--- config.mk ---
export PLATFORM = sky130hd
export DESIGN_NAME = usb_packet_scheduler
export DESIGN_NICKNAME = d
export VERILOG_FILES = /design/src/rtl/usb_pkg.sv /design/src/rtl/usb_req_arbiter.sv /design/src/rtl/usb_packet_scheduler.sv
export SDC_FILE = /design/constraint.sdc
export NUM_CORES = 1
export LEC_CHECK = 0
export BUFFER_PORTS_ARGS = -buffer_cell sky130_fd_sc_hd__buf_2
export CORE_MARGIN = 1
export CORE_UTILIZATION = 45
export DETAILED_ROUTE_END_ITERATION = 10
export HOLD_SLACK_MARGIN = 0.1
export PLACE_DENSITY = 0.84
export SLEW_MARGIN = 20
export SYNTH_ARGS = -nofsm -noshare
export SYNTH_HDL_FRONTEND = slang
export SYNTH_HIERARCHICAL = 1
export SYNTH_SLANG_ARGS = --single-unit
--- constraint.sdc ---
create_clock -name clk_in -period 2.8 [get_ports clk_in]
set_clock_uncertainty 0.1 [all_clocks]
set_input_delay 0.28 -clock clk_in [delete_from_list [all_inputs] [get_ports clk_in]]
set_output_delay 0.28 -clock clk_in [all_outputs]
set_load 0.01 [all_outputs]
--- src/rtl/usb_pkg.sv ---
// Shared types and constants for the FT232H packet scheduler.
// Select indices address the byte selector; headers frame each packet type.
package usb_pkg;

    typedef enum logic [1:0] {
        IDLE    = 2'd0,
        HEADER  = 2'd1,
        PAYLOAD = 2'd2,
        TERM    = 2'd3
    } state_t;

    typedef enum logic {
        GNT_SAMPLE   = 1'b0,
        GNT_SETTINGS = 1'b1
    } grant_t;

    localparam logic [3:0] SEL_CH1_TH = 4'd0;
    localparam logic [3:0] SEL_CH1_H  = 4'd1;
    localparam logic [3:0] SEL_CH1_T  = 4'd2;
    localparam logic [3:0] SEL_CH1_O  = 4'd3;
    localparam logic [3:0] SEL_CH2_TH = 4'd4;
    localparam logic [3:0] SEL_CH2_H  = 4'd5;
    localparam logic [3:0] SEL_CH2_T  = 4'd6;
    localparam logic [3:0] SEL_CH2_O  = 4'd7;
    localparam logic [3:0] SEL_VSCALE = 4'd8;
    localparam logic [3:0] SEL_TSCALE = 4'd9;
    localparam logic [3:0] SEL_TRIG   = 4'd10;
    localparam logic [3:0] SEL_SWITCH = 4'd11;

    localparam logic [7:0] HDR_SAMPLE_BYTE   = 8'h53;
    localparam logic [7:0] HDR_SETTINGS_BYTE = 8'h43;
    localparam logic [7:0] TERM_BYTE_VAL     = 8'h0A;

endpackage

--- src/rtl/usb_req_arbiter.sv ---
// Latches sample/settings requests, grants them round-robin while the
// scheduler is idle, and counts sample requests lost to overwrite.
module usb_req_arbiter
    import usb_pkg::*;
(
    input  logic       i_clk,
    input  logic       i_reset,
    input  logic       i_sample_req,
    input  logic       i_settings_req,
    input  logic       i_idle,
    output logic       o_grant_s,
    output logic       o_grant_c,
    output logic [7:0] o_dropped
);

    logic   r_pend_s;
    logic   r_pend_c;
    grant_t r_last_grant;
    logic [7:0] r_dropped;
    logic   w_pick_s;

    // When both are pending, the type not served last time wins.
    always_comb begin
        w_pick_s  = r_pend_s && (!r_pend_c || r_last_grant == GNT_SETTINGS);
        o_grant_s = i_idle && w_pick_s;
        o_grant_c = i_idle && r_pend_c && !w_pick_s;
    end

    always_ff @(posedge i_clk) begin
        if (i_reset) begin
            r_pend_s     <= 1'b0;
            r_pend_c     <= 1'b0;
            r_last_grant <= GNT_SETTINGS;
            r_dropped    <= 8'h00;
        end else begin
            r_pend_s <= (r_pend_s && !o_grant_s) || i_sample_req;
            r_pend_c <= (r_pend_c && !o_grant_c) || i_settings_req;
            if (o_grant_s)
                r_last_grant <= GNT_SAMPLE;
            else if (o_grant_c)
                r_last_grant <= GNT_SETTINGS;
            if (i_sample_req && r_pend_s && !o_grant_s && r_dropped != 8'hFF)
                r_dropped <= r_dropped + 8'd1;
        end
    end

    assign o_dropped = r_dropped;

endmodule

--- src/rtl/usb_packet_scheduler.sv ---
// Frames sample and settings packets onto the FT232H write stream,
// stepping the selector index and honouring txe flow control.
module usb_packet_scheduler
    import usb_pkg::*;
#(
    parameter int         SAMPLE_BYTES   = 8,
    parameter int         SETTINGS_BYTES = 4,
    parameter logic [7:0] HDR_SAMPLE     = HDR_SAMPLE_BYTE,
    parameter logic [7:0] HDR_SETTINGS   = HDR_SETTINGS_BYTE,
    parameter logic [7:0] TERM_BYTE      = TERM_BYTE_VAL
) (
    input  logic       clk_in,
    input  logic       reset,
    input  logic       sample_req,
    input  logic       settings_req,
    input  logic       txe,
    input  logic [7:0] byte_in,
    output logic [3:0] select,
    output logic [7:0] data_out,
    output logic       wr,
    output logic       sample_ack,
    output logic       settings_ack,
    output logic       busy,
    output logic [7:0] dropped
);

    localparam logic [3:0] LAST_SAMPLE   = 4'(SAMPLE_BYTES - 1);
    localparam logic [3:0] LAST_SETTINGS = 4'(32'(SEL_VSCALE) + SETTINGS_BYTES - 1);

    state_t     r_state;
    logic [3:0] r_select;
    logic       r_is_settings;
    logic       w_grant_s;
    logic       w_grant_c;
    logic       w_xfer;
    logic       w_last;

    usb_req_arbiter u_arb (
        .i_clk          (clk_in),
        .i_reset        (reset),
        .i_sample_req   (sample_req),
        .i_settings_req (settings_req),
        .i_idle         (r_state == IDLE),
        .o_grant_s      (w_grant_s),
        .o_grant_c      (w_grant_c),
        .o_dropped      (dropped)
    );

    assign w_xfer = (r_state != IDLE) && !txe;
    assign w_last = r_is_settings ? (r_select == LAST_SETTINGS) : (r_select == LAST_SAMPLE);

    always_ff @(posedge clk_in) begin
        if (reset) begin
            r_state       <= IDLE;
            r_select      <= SEL_CH1_TH;
            r_is_settings <= 1'b0;
        end else begin
            case (r_state)
                IDLE: begin
                    if (w_grant_s) begin
                        r_state       <= HEADER;
                        r_select      <= SEL_CH1_TH;
                        r_is_settings <= 1'b0;
                    end else if (w_grant_c) begin
                        r_state       <= HEADER;
                        r_select      <= SEL_VSCALE;
                        r_is_settings <= 1'b1;
                    end
                end
                HEADER:  if (w_xfer) r_state <= PAYLOAD;
                // select parks on the last payload index while the terminator goes out
                PAYLOAD: if (w_xfer) begin
                    if (w_last) r_state  <= TERM;
                    else        r_select <= r_select + 4'd1;
                end
                TERM: if (w_xfer) begin
                    r_state  <= IDLE;
                    r_select <= SEL_CH1_TH;
                end
                default: r_state <= IDLE;
            endcase
        end
    end

    always_comb begin
        data_out = 8'h00;
        case (r_state)
            HEADER:  data_out = r_is_settings ? HDR_SETTINGS : HDR_SAMPLE;
            PAYLOAD: data_out = byte_in;
            TERM:    data_out = TERM_BYTE;
            default: data_out = 8'h00;
        endcase
    end

    assign wr           = ~w_xfer;
    assign select       = r_select;
    assign sample_ack   = w_grant_s;
    assign settings_ack = w_grant_c;
    assign busy         = (r_state != IDLE);

endmodule

==> results.sh, run 1 <==
export IMPL_hold_viol_final=0
export IMPL_num_rows=18
export IMPL_critPathCaptureType="flip-flop"
export IMPL_n_antenna_cell=0
export IMPL_synth_cell_type_count=45
export IMPL_synth_area_leader_cell="dfxtp_1"
export IMPL_hp_class="primary input to flip-flop"
export IMPL_critical_path_max_stage_delay_ns=0.48
export IMPL_finalCritPeriodShare=0.825
export IMPL_setup_worst_path_start_class="flip-flop"
export IMPL_utilization=0.564
export IMPL_rsz0062_at_grt="no"
export IMPL_fin_nets=194
export IMPL_total_power_mw=0.884
export IMPL_drcViolationCount=0
export IMPL_dieArea_sq_um=2840
export IMPL_antenna_found_initial=0
export IMPL_synth_flop_cell="dfxtp_1"
export IMPL_cts_buffers=3
export IMPL_cts_resized_gates=0
export IMPL_slew_violations=0
export IMPL_ir_drop_mv=0.470
export IMPL_cp_cell_sequence="inv_1 > ha_1 > and3_1 > nor3b_4 > nor3_2 > a21oi_1 > a311oi_1"
export IMPL_cts_root_buffer="clkbuf_4"
export IMPL_min_period_ns=2.31
export IMPL_setup_tns_ns=0
export IMPL_post_cts_setup_buffers=0
export IMPL_boundaryPins=37
export IMPL_layoutNonFillerInstCount=204
export IMPL_cp_num_buf_inv=1
export IMPL_synthTopCellsByArea="dfxtp_1 (30%), a21oi_1 (6.3%), ha_1 (6.3%)"
export IMPL_hold_start="settings_req"
export IMPL_wl_microns=2690
export IMPL_dp_hpwl_microns=2030
export IMPL_critPathRequiredTime_ns=2.91
export IMPL_track_usage=0.206
export IMPL_maxCapViolations=0
export IMPL_cts_tree="built"
export IMPL_fin_ws_ns=0.491
export IMPL_slew_headroom=0.530
export IMPL_status="finished, final reports clean"
export IMPL_reg2reg_from="r_state[1]$_SDFFE_PP0P_"
export IMPL_dp_cells=200
export IMPL_synth_area_sq_um=1180
export IMPL_clock_sinks=18
export IMPL_drtIter0Drc=9
export IMPL_core_region_area_sq_um=2480
export IMPL_vias=1147
export IMPL_routedWlPerCell_microns=13.2
export IMPL_antenna_left=0
export IMPL_worstMarginPinSlew_ns=0.705
export IMPL_yosysTopAreaCellShare=0.304
export IMPL_htreeDepth=1
export IMPL_syn_inst=138
export IMPL_worstSetupPathType="flip-flop to flip-flop"
export IMPL_finalSetupViolations=0
export IMPL_synth_edf_count=0
export IMPL_synthArstFlopShare=0
export IMPL_grt_first_pass_wirelength_microns=4300
export IMPL_ys_ff_latch=18
export IMPL_gr_total_overflow=0
export IMPL_firstDrtPassIters=3
export IMPL_syn_avg_cell_area_sq_um=8.58
export IMPL_grt_max_degree=22
export IMPL_initial_core_util=0.478
export IMPL_clk_latency_ns=0.30
export IMPL_yosysMostFrequentCell="dfxtp_1"
export IMPL_crit_path_max_fanout=15
export IMPL_synth_warnings=6
export IMPL_syn_nets=157
export IMPL_yosysSeqAreaShare=0.304
export IMPL_clockBufferDepth=2
export IMPL_cts_clk_slew_worst_paths_ns=0.11
export IMPL_portBuffers=36
export IMPL_p_per_area_nw_per_um2=633
export IMPL_viasPerCell=5.62
export IMPL_p_leak_nw=0.665
export IMPL_critPathTopFamily="simple AND/OR/NAND/NOR gates"
export IMPL_cp_arrival_ns=2.41
export IMPL_grt_pass1_vias=1017
export IMPL_layout_drive_gt1_share=0.316
export IMPL_die_x_microns=53.3
export IMPL_cpMaxStageDelayCell="ha_1"
export IMPL_syn_to_final_growth_pct=18.1
export IMPL_dp_slack_ns=0.524
export IMPL_max_freq_mhz=433
export IMPL_crit_start="r_state[1]$_SDFFE_PP0P_"
export IMPL_synth_top_cells_by_count="dfxtp_1 (18), a21oi_1 (15), nand2_1 (13), nand3_1 (9), nor2_1 (9)"
export IMPL_gp_congestion=0.730
export IMPL_ctsHoldBuffers=0
export IMPL_fp_dieH_microns=53.3
-- per-stage QoR --
stage | area [sq um] | hold WS (ns)
5_1_grt | 1400 | 0.133
3_5_place_dp | 1360 | 0.411
2_1_floorplan | 1180 | 0.249
6_report | 1400 | 0.0964
4_1_cts | 1400 | 0.100
3_3_place_gp | 1360 | 0.388
-- tightest hold or removal path, stage by stage --
cell	delay, ns
buf_2	0.08
a21oi_1	0.03
nor2_1	0.08
-- registers in the layout, indices dropped and copies added, names as in the netlist --
register,cells
r_is_settings,1
r_state,2
select,4
u_arb/o_dropped,8
u_arb/r_last_grant,1
u_arb/r_pend_c,1
u_arb/r_pend_s,1
-- cell type report --
type / count / area [sq um]
clock buffers: 4 / 36.3
fillers: 245 / 1080
inverters: 5 / 18.8
multi-input cells: 111 / 764
flip-flops and latches: 18 / 360
well taps: 30 / 37.5
repair buffers: 36 / 180
-- cell usage in the layout, fill, tap and decap left out, types with 2 or more instances in the layout --
| cell | Yosys | layout |
|---|---|---|
| nand2b_1 | 5 | 5 |
| o21ai_1 | 4 | 4 |
| clkbuf_4 | 0 | 3 |
| a21oi_1 | 15 | 15 |
| nor2_1 | 9 | 9 |
| buf_2 | 0 | 36 |
| nand2_1 | 13 | 13 |
| nand4_1 | 2 | 2 |
| and4_4 | 2 | 2 |
| inv_1 | 5 | 5 |
| and2_1 | 5 | 5 |
| ha_1 | 6 | 6 |
| dfxtp_1 | 18 | 18 |
| a311oi_1 | 2 | 2 |
| a211oi_1 | 3 | 3 |
| nand3_1 | 9 | 9 |
| nor3_1 | 3 | 3 |
| o21ai_0 | 4 | 4 |
| mux2i_1 | 4 | 4 |
-- routing by layer --
metal	up-vias	track usage	share of wire
met4	0	0.0482	0.0030
li1	576	-	-
met1	534	0.216	0.45
met5	-	0	0
met2	34	0.398	0.49
met3	3	0.0546	0.053
-- worst paths after layout --
kind / endpoint / slack, ns / cells after the start
worst min register to register: u_arb/o_dropped[1]$_SDFFE_PP0P_ / 0.42 / 2
worst min-delay path: u_arb/r_pend_c$_SDFF_PP0_ / 0.1 / 3
worst max-delay path: select[3]$_SDFFE_PP0P_ / 0.49 / 7
worst max register to register: select[3]$_SDFFE_PP0P_ / 0.49 / 7
-- power breakdown --
group | total [mW] | leakage [nW] | switching (mW) | internal [mW]
sequential | 0.320 | 0.147 | 0.0370 | 0.283
clock | 0.166 | 0.0210 | 0.0863 | 0.0794
combinational | 0.398 | 0.498 | 0.220 | 0.178
total | 0.884 | 0.665 | 0.343 | 0.541
-- cell families after synthesis --
| logic type | count (synthesis) | synth area share |
|---|---|---|
| AOI/OAI and AO/OA | 38 | 0.217 |
| xor gates and xnor gates | 1 | 0.00740 |
| adders and majority gates | 6 | 0.0634 |
| buffers and inverters | 9 | 0.0497 |
| DFF | 18 | 0.304 |
| muxes | 5 | 0.0465 |
| and+or+nand+nor | 61 | 0.312 |
(Power assumes the default switching activity.)
==> run 2, diff against run 1 <==
ABC_AREA = 1   (was default)
PLACE_DENSITY = 0.83   (was 0.84)
clock period = 2.29 ns   (was 2.8 ns; I/O delays follow)
==> run 2 against run 1 <==
Die area rose by 1.8%. First-iteration DRC count rose by 67%. Synthesized area rose by 1.9%.
==> results.sh, run 2 <==
export IMPL_synth_area_sq_um=1210
export IMPL_cts_buffers=3
export IMPL_yosysTopAreaCellShare=0.299
export IMPL_fin_area_sq_um=1480
export IMPL_final_common_cell="nand2_1"
export IMPL_seqCellArea_sq_um=360
export IMPL_clock_sinks=18
export IMPL_worstMarginPinSlew_ns=0.486
export IMPL_die_x_microns=53.8
export IMPL_fin_ws_ns=0.256
export IMPL_synth_flop_cell="dfxtp_1"
export IMPL_multi_input_area_sq_um=709
export IMPL_dp_cells=257
export IMPL_fp_dieH_microns=53.8
export IMPL_crit_path_max_fanout=9
export IMPL_cp_num_buf_inv=2
export IMPL_synth_edf_count=0
export IMPL_worstSetupPathType="flip-flop to flip-flop"
export IMPL_grt_first_pass_wirelength_microns=4190
export IMPL_cts_tree="built"
export IMPL_finalSetupViolations=0
export IMPL_syn_to_final_growth_pct=23.0
export IMPL_firstDrtPassIters=4
export IMPL_cp_cell_sequence="inv_1 > ha_1 > nand3_1 > a21oi_1 > nor2_1 > dlygate4sd3_1"
export IMPL_utilization=0.594
export IMPL_yosysSeqAreaShare=0.299
export IMPL_syn_avg_cell_area_sq_um=6.25
export IMPL_final_cell_mix="nand2_1 (60), buf_2 (36), nor2_1 (30), inv_1 (28), dfxtp_1 (18)"
export IMPL_fin_nets=255
export IMPL_critical_path_max_stage_delay_ns=0.55
export IMPL_status="finished, final reports clean"
export IMPL_initial_core_util=0.482
export IMPL_gr_total_overflow=0
export IMPL_largest_reg_flops=8
export IMPL_synth_area_leader_cell="dfxtp_1"
export IMPL_antenna_found_initial=0
export IMPL_rrSetupSlack_ns=0.26
export IMPL_boundaryPins=37
export IMPL_portBuffers=36
export IMPL_drcViolationCount=0
export IMPL_finalCritPeriodShare=0.888
export IMPL_ir_drop_mv=0.799
export IMPL_cp_arrival_ns=2.13
export IMPL_syn_nets=212
export IMPL_setup_worst_path_start_class="flip-flop"
export IMPL_routedWlPerCell_microns=9.59
export IMPL_critPathTopFamily="buffers and inverters"
export IMPL_core_region_area_sq_um=2500
export IMPL_track_usage=0.199
export IMPL_ys_ff_latch=18
export IMPL_vias=1236
export IMPL_cts_root_buffer="clkbuf_4"
export IMPL_synth_warnings=6
export IMPL_grt_pass1_vias=1015
export IMPL_num_rows=18
export IMPL_synthArstFlopShare=0
export IMPL_wl_microns=2540
export IMPL_slew_violations=0
export IMPL_layout_drive_gt1_share=0.234
export IMPL_drtIter0Drc=15
export IMPL_dieArea_sq_um=2890
export IMPL_cts_clk_slew_worst_paths_ns=0.10
export IMPL_slew_headroom=0.676
export IMPL_grt_max_degree=16
export IMPL_setup_tns_ns=0
export IMPL_n_antenna_cell=0
export IMPL_p_per_area_nw_per_um2=994
export IMPL_synth_top_cells_by_count="nand2_1 (60), nor2_1 (30), inv_1 (28), dfxtp_1 (18), nand3_1 (14)"
export IMPL_gp_congestion=0.831
export IMPL_critPathCaptureType="flip-flop"
export IMPL_hold_viol_final=0
export IMPL_maxCapViolations=0
export IMPL_critPathRequiredTime_ns=2.39
export IMPL_dp_slack_ns=0.303
export IMPL_rsz0062_at_grt="no"
export IMPL_postPlaceCellArea_sq_um=1410
export IMPL_syn_inst=193
export IMPL_htreeDepth=1
export IMPL_max_freq_mhz=492
export IMPL_clk_latency_ns=0.30
export IMPL_dp_hpwl_microns=1920
export IMPL_clockBufferDepth=2
export IMPL_hp_class="primary input to flip-flop"
export IMPL_yosysMostFrequentCell="nand2_1"
export IMPL_p_leak_nw=0.847
export IMPL_cpMaxStageDelayCell="dlygate4sd3_1"
export IMPL_synthTopCellsByArea="dfxtp_1 (30%), nand2_1 (19%), nor2_1 (9.3%)"
export IMPL_synth_cell_type_count=26
export IMPL_layoutNonFillerInstCount=265
export IMPL_fillers=258
export IMPL_min_period_ns=2.03
export IMPL_antenna_left=0
export IMPL_viasPerCell=4.66
-- run 2: per-layer routing --
layer  vias to the layer above  global-route usage  part of all wire
met5                         -                   0                 0
li1                        676                   -                 -
met1                       534               0.269              0.50
met2                        24               0.317              0.46
met3                         2              0.0424             0.040
met4                         0              0.0526            0.0031
-- run 2: cell families (layout without fill, tap and decap cells) --
kind of cell,after synthesis,in the layout,share of synthesized area
simple gates,119,119,0.442
buf+inv,34,76,0.113
flops,18,18,0.299
compound gates,13,13,0.0622
fa+ha+maj,6,6,0.0622
xor+xnor,3,3,0.0218
-- run 2: repair_timing --
item / in CTS / in global routing
hold buffers: 4 / 0
hold endpoints to repair: 4 / 0
setup buffers: 0 / 0
setup endpoints to repair: 0 / 0
gates resized for setup: 0 / 0
-- run 2: cell type report --
class,count,share of cell area
Clock buffer,4,0.0245
Inverter,32,0.0809
Multi-Input combinational cell,141,0.478
Sequential cell,18,0.243
Tap cell,30,0.0253
Timing Repair Buffer,40,0.148
-- run 2: path summary, 6_finish.rpt --
| kind | start | end | cells past startpoint |
|---|---|---|---|
| worst max-delay path | r_state[1]$_SDFFE_PP0P_ | u_arb/r_pend_c$_SDFF_PP0_ | 6 |
| worst min-delay path | txe | r_state[1]$_SDFFE_PP0P_ | 5 |
| worst max register to register | r_state[1]$_SDFFE_PP0P_ | u_arb/r_pend_c$_SDFF_PP0_ | 6 |
| worst min register to register | u_arb/r_last_grant$_SDFFE_PP1P_ | u_arb/r_last_grant$_SDFFE_PP1P_ | 2 |
-- run 2: where the power goes --
group | switching [mW] | total (mW) | leakage, nW | internal (mW)
Combinational | 0.498 | 0.820 | 0.678 | 0.323
Clock | 0.100 | 0.197 | 0.0210 | 0.0970
Sequential | 0.0761 | 0.458 | 0.148 | 0.382
Total | 0.674 | 1.48 | 0.847 | 0.801
-- run 2: worst min-delay path, stage by stage --
cell and delay, ns:
buf_2 0.08, or2_4 0.13, nand2_1 0.09, nand3_1 0.09, a21oi_1 0.06
-- run 2: metrics by stage --
stage	hold WS (ns)	total power, mW
floorplan	0.198	1.06
CTS	0.299	1.48
finish	0.315	1.48
global route	0.337	1.63
detailed placement	0.341	1.28
global placement	0.338	1.26
==> run 3, diff against run 2 <==
--- a/config.mk
+++ b/config.mk
@@ -8,3 +8,3 @@
 export ABC_AREA = 1
-export BUFFER_PORTS_ARGS = -buffer_cell sky130_fd_sc_hd__buf_2
+export BUFFER_PORTS_ARGS = -buffer_cell sky130_fd_sc_hd__buf_4
 export CORE_MARGIN = 1
==> constraint.sdc (replaced) <==
create_clock -name clk_in -period 2.29 [get_ports clk_in]
set_clock_uncertainty 0.1 [all_clocks]
set_input_delay 0.3435 -clock clk_in [delete_from_list [all_inputs] [get_ports clk_in]]
set_output_delay 0.3435 -clock clk_in [all_outputs]
set_load 0.01 [all_outputs]
==> run 3 against run 2 <==
Combinational power is 8.4% higher. Maximum frequency is 1.0% lower. Sequential power hardly changed. First-iteration DRC count is 33% higher. Clock power is 3% higher. Non-clock buffer count is 4 lower. Utilization is 2.2 points higher. Global-route usage is 0.20 points lower. Die area stayed put. Flip-flop and latch count stayed put. Via count is 2.1% lower. Register-to-register slack better by 0.10 ns. Critical endpoint is now sample_ack. Largest cell class unchanged.
==> results.sh, run 3 (same netlist as run 2, synthesis figures left out) <==
export IMPL_cts_clk_slew_worst_paths_ns=0.11
export IMPL_grt_max_degree=16
export IMPL_track_usage=0.197
export IMPL_critPathRequiredTime_ns=1.85
export IMPL_hold_depth=2
export IMPL_n_antenna_cell=0
export IMPL_ctsHoldBuffers=0
export IMPL_setup_tns_ns=0
export IMPL_slew_violations=0
export IMPL_num_rows=18
export IMPL_core_region_area_sq_um=2500
export IMPL_routedWlPerCell_microns=9.69
export IMPL_critPathTopFamily="buffers and inverters"
export IMPL_finalCritPeriodShare=0.898
export IMPL_boundaryPins=37
export IMPL_final_cell_mix="nand2_1 (60), buf_4 (36), nor2_1 (30), inv_1 (28), dfxtp_1 (18)"
export IMPL_gp_congestion=0.900
export IMPL_cp_endpoint="sample_ack"
export IMPL_cts_buffers=3
export IMPL_dp_hpwl_microns=1970
export IMPL_clock_sinks=18
export IMPL_regToRegEndpoint="select[3]$_SDFFE_PP0P_"
export IMPL_rsz0062_at_grt="no"
export IMPL_viasPerCell=4.64
export IMPL_antenna_left=0
export IMPL_crit_path_max_fanout=9
export IMPL_fin_nets=251
export IMPL_clockBufferDepth=2
export IMPL_drcViolationCount=0
export IMPL_dieArea_sq_um=2890
export IMPL_fp_dieH_microns=53.8
export IMPL_die_x_microns=53.8
export IMPL_utilization=0.616
export IMPL_grt_first_pass_wirelength_microns=4150
export IMPL_critical_path_max_stage_delay_ns=0.38
export IMPL_setup_worst_path_start_class="flip-flop"
export IMPL_critPathCaptureType="primary output"
export IMPL_syn_to_final_growth_pct=27.6
export IMPL_worstMarginPinSlew_ns=0.279
export IMPL_status="finished, final reports clean"
export IMPL_drtIter0Drc=20
export IMPL_final_common_cell="nand2_1"
export IMPL_ir_drop_mv=0.858
export IMPL_cts_tree="built"
export IMPL_reg2reg_depth=11
export IMPL_dp_cells=257
export IMPL_htreeDepth=1
export IMPL_post_cts_setup_buffers=0
export IMPL_vias=1210
export IMPL_cp_arrival_ns=1.61
export IMPL_slew_headroom=0.814
export IMPL_maxCapViolations=0
export IMPL_crit_start="r_state[1]$_SDFFE_PP0P_"
export IMPL_hp_class="primary input to flip-flop"
export IMPL_layoutNonFillerInstCount=261
export IMPL_largest_reg_flops=8
export IMPL_postPlaceCellArea_sq_um=1500
export IMPL_hold_slack_ns=0.130
export IMPL_cp_cell_sequence="inv_1 > ha_2 > nand3_2 > inv_1 > buf_4"
export IMPL_wl_microns=2530
export IMPL_gr_total_overflow=0
export IMPL_hold_start="reset"
export IMPL_rrSetupSlack_ns=0.36
export IMPL_cpMostUsedCell="inv_1"
export IMPL_fin_area_sq_um=1540
export IMPL_firstDrtPassIters=4
export IMPL_layout_drive_gt1_share=0.247
export IMPL_reg2reg_from="r_state[1]$_SDFFE_PP0P_"
export IMPL_cp_num_cells=5
export IMPL_portBuffers=36
export IMPL_min_period_ns=2.06
export IMPL_initial_core_util=0.482
export IMPL_cts_root_buffer="clkbuf_4"
export IMPL_fillers=241
export IMPL_cp_num_buf_inv=3
export IMPL_finalSetupViolations=0
export IMPL_cts_resized_gates=0
export IMPL_p_per_area_nw_per_um2=1010
export IMPL_antenna_found_initial=0
export IMPL_worstSetupPathType="flip-flop to primary output"
export IMPL_cpMaxStageDelayCell="dfxtp_1"
export IMPL_grt_pass1_vias=983
export IMPL_max_freq_mhz=487
export IMPL_hold_viol_final=0
export IMPL_clk_latency_ns=0.31
export IMPL_p_leak_nw=0.841
run 3: per-layer routing:
metal  GRT usage  wire length, microns  up-vias
li1            -                     -      668
met1       0.259                  1270      521
met5           0                     0        -
met3      0.0424                    98        3
met2       0.321                  1130       18
met4      0.0526                    27        0
run 3: cell type report:
| cell class | count | area, sq um | share of cell area |
|---|---|---|---|
| tap | 30 | 37.5 | 0.0244 |
| multi-input combinational | 141 | 714 | 0.464 |
| sequential | 18 | 360 | 0.234 |
| timing repair buffer | 36 | 270 | 0.176 |
| inverter | 32 | 120 | 0.0780 |
| clock buffer | 4 | 36.3 | 0.0236 |
run 3: worst min-delay path by stage:
stage                                 endpoint  slack [ns]
3_3_place_gp   u_arb/r_last_grant$_SDFFE_PP1P_        0.40
4_1_cts                r_state[1]$_SDFFE_PP0P_        0.12
3_5_place_dp   u_arb/r_last_grant$_SDFFE_PP1P_        0.40
5_1_grt              u_arb/r_pend_s$_SDFF_PP0_        0.13
2_1_floorplan          r_state[1]$_SDFFE_PP0P_        0.31
6_report               r_state[1]$_SDFFE_PP0P_        0.13
run 3: through the flow:
stage / power, mW / setup WS [ns]
floorplan: 1.06 / 0.476
global placement: 1.34 / 0.383
detailed placement: 1.34 / 0.297
CTS: 1.55 / 0.102
global route: 1.70 / 0.100
finish: 1.55 / 0.235
run 3: where the power goes:
group	switching [mW]	internal, mW	total [mW]
clock network	0.104	0.0973	0.202
logic	0.500	0.389	0.889
registers	0.0756	0.382	0.457
run 3: worst register-to-register path: stages, from the launching register on:
cell     delay (ns)
dfxtp_1        0.38
inv_1          0.14
ha_2           0.30
nand3_2        0.17
inv_1          0.17
nor2_1         0.06
nand2_1        0.07
nand2_1        0.09
nand2_4        0.09
nand3_4        0.10
nor2_1         0.11
nor2_1         0.05
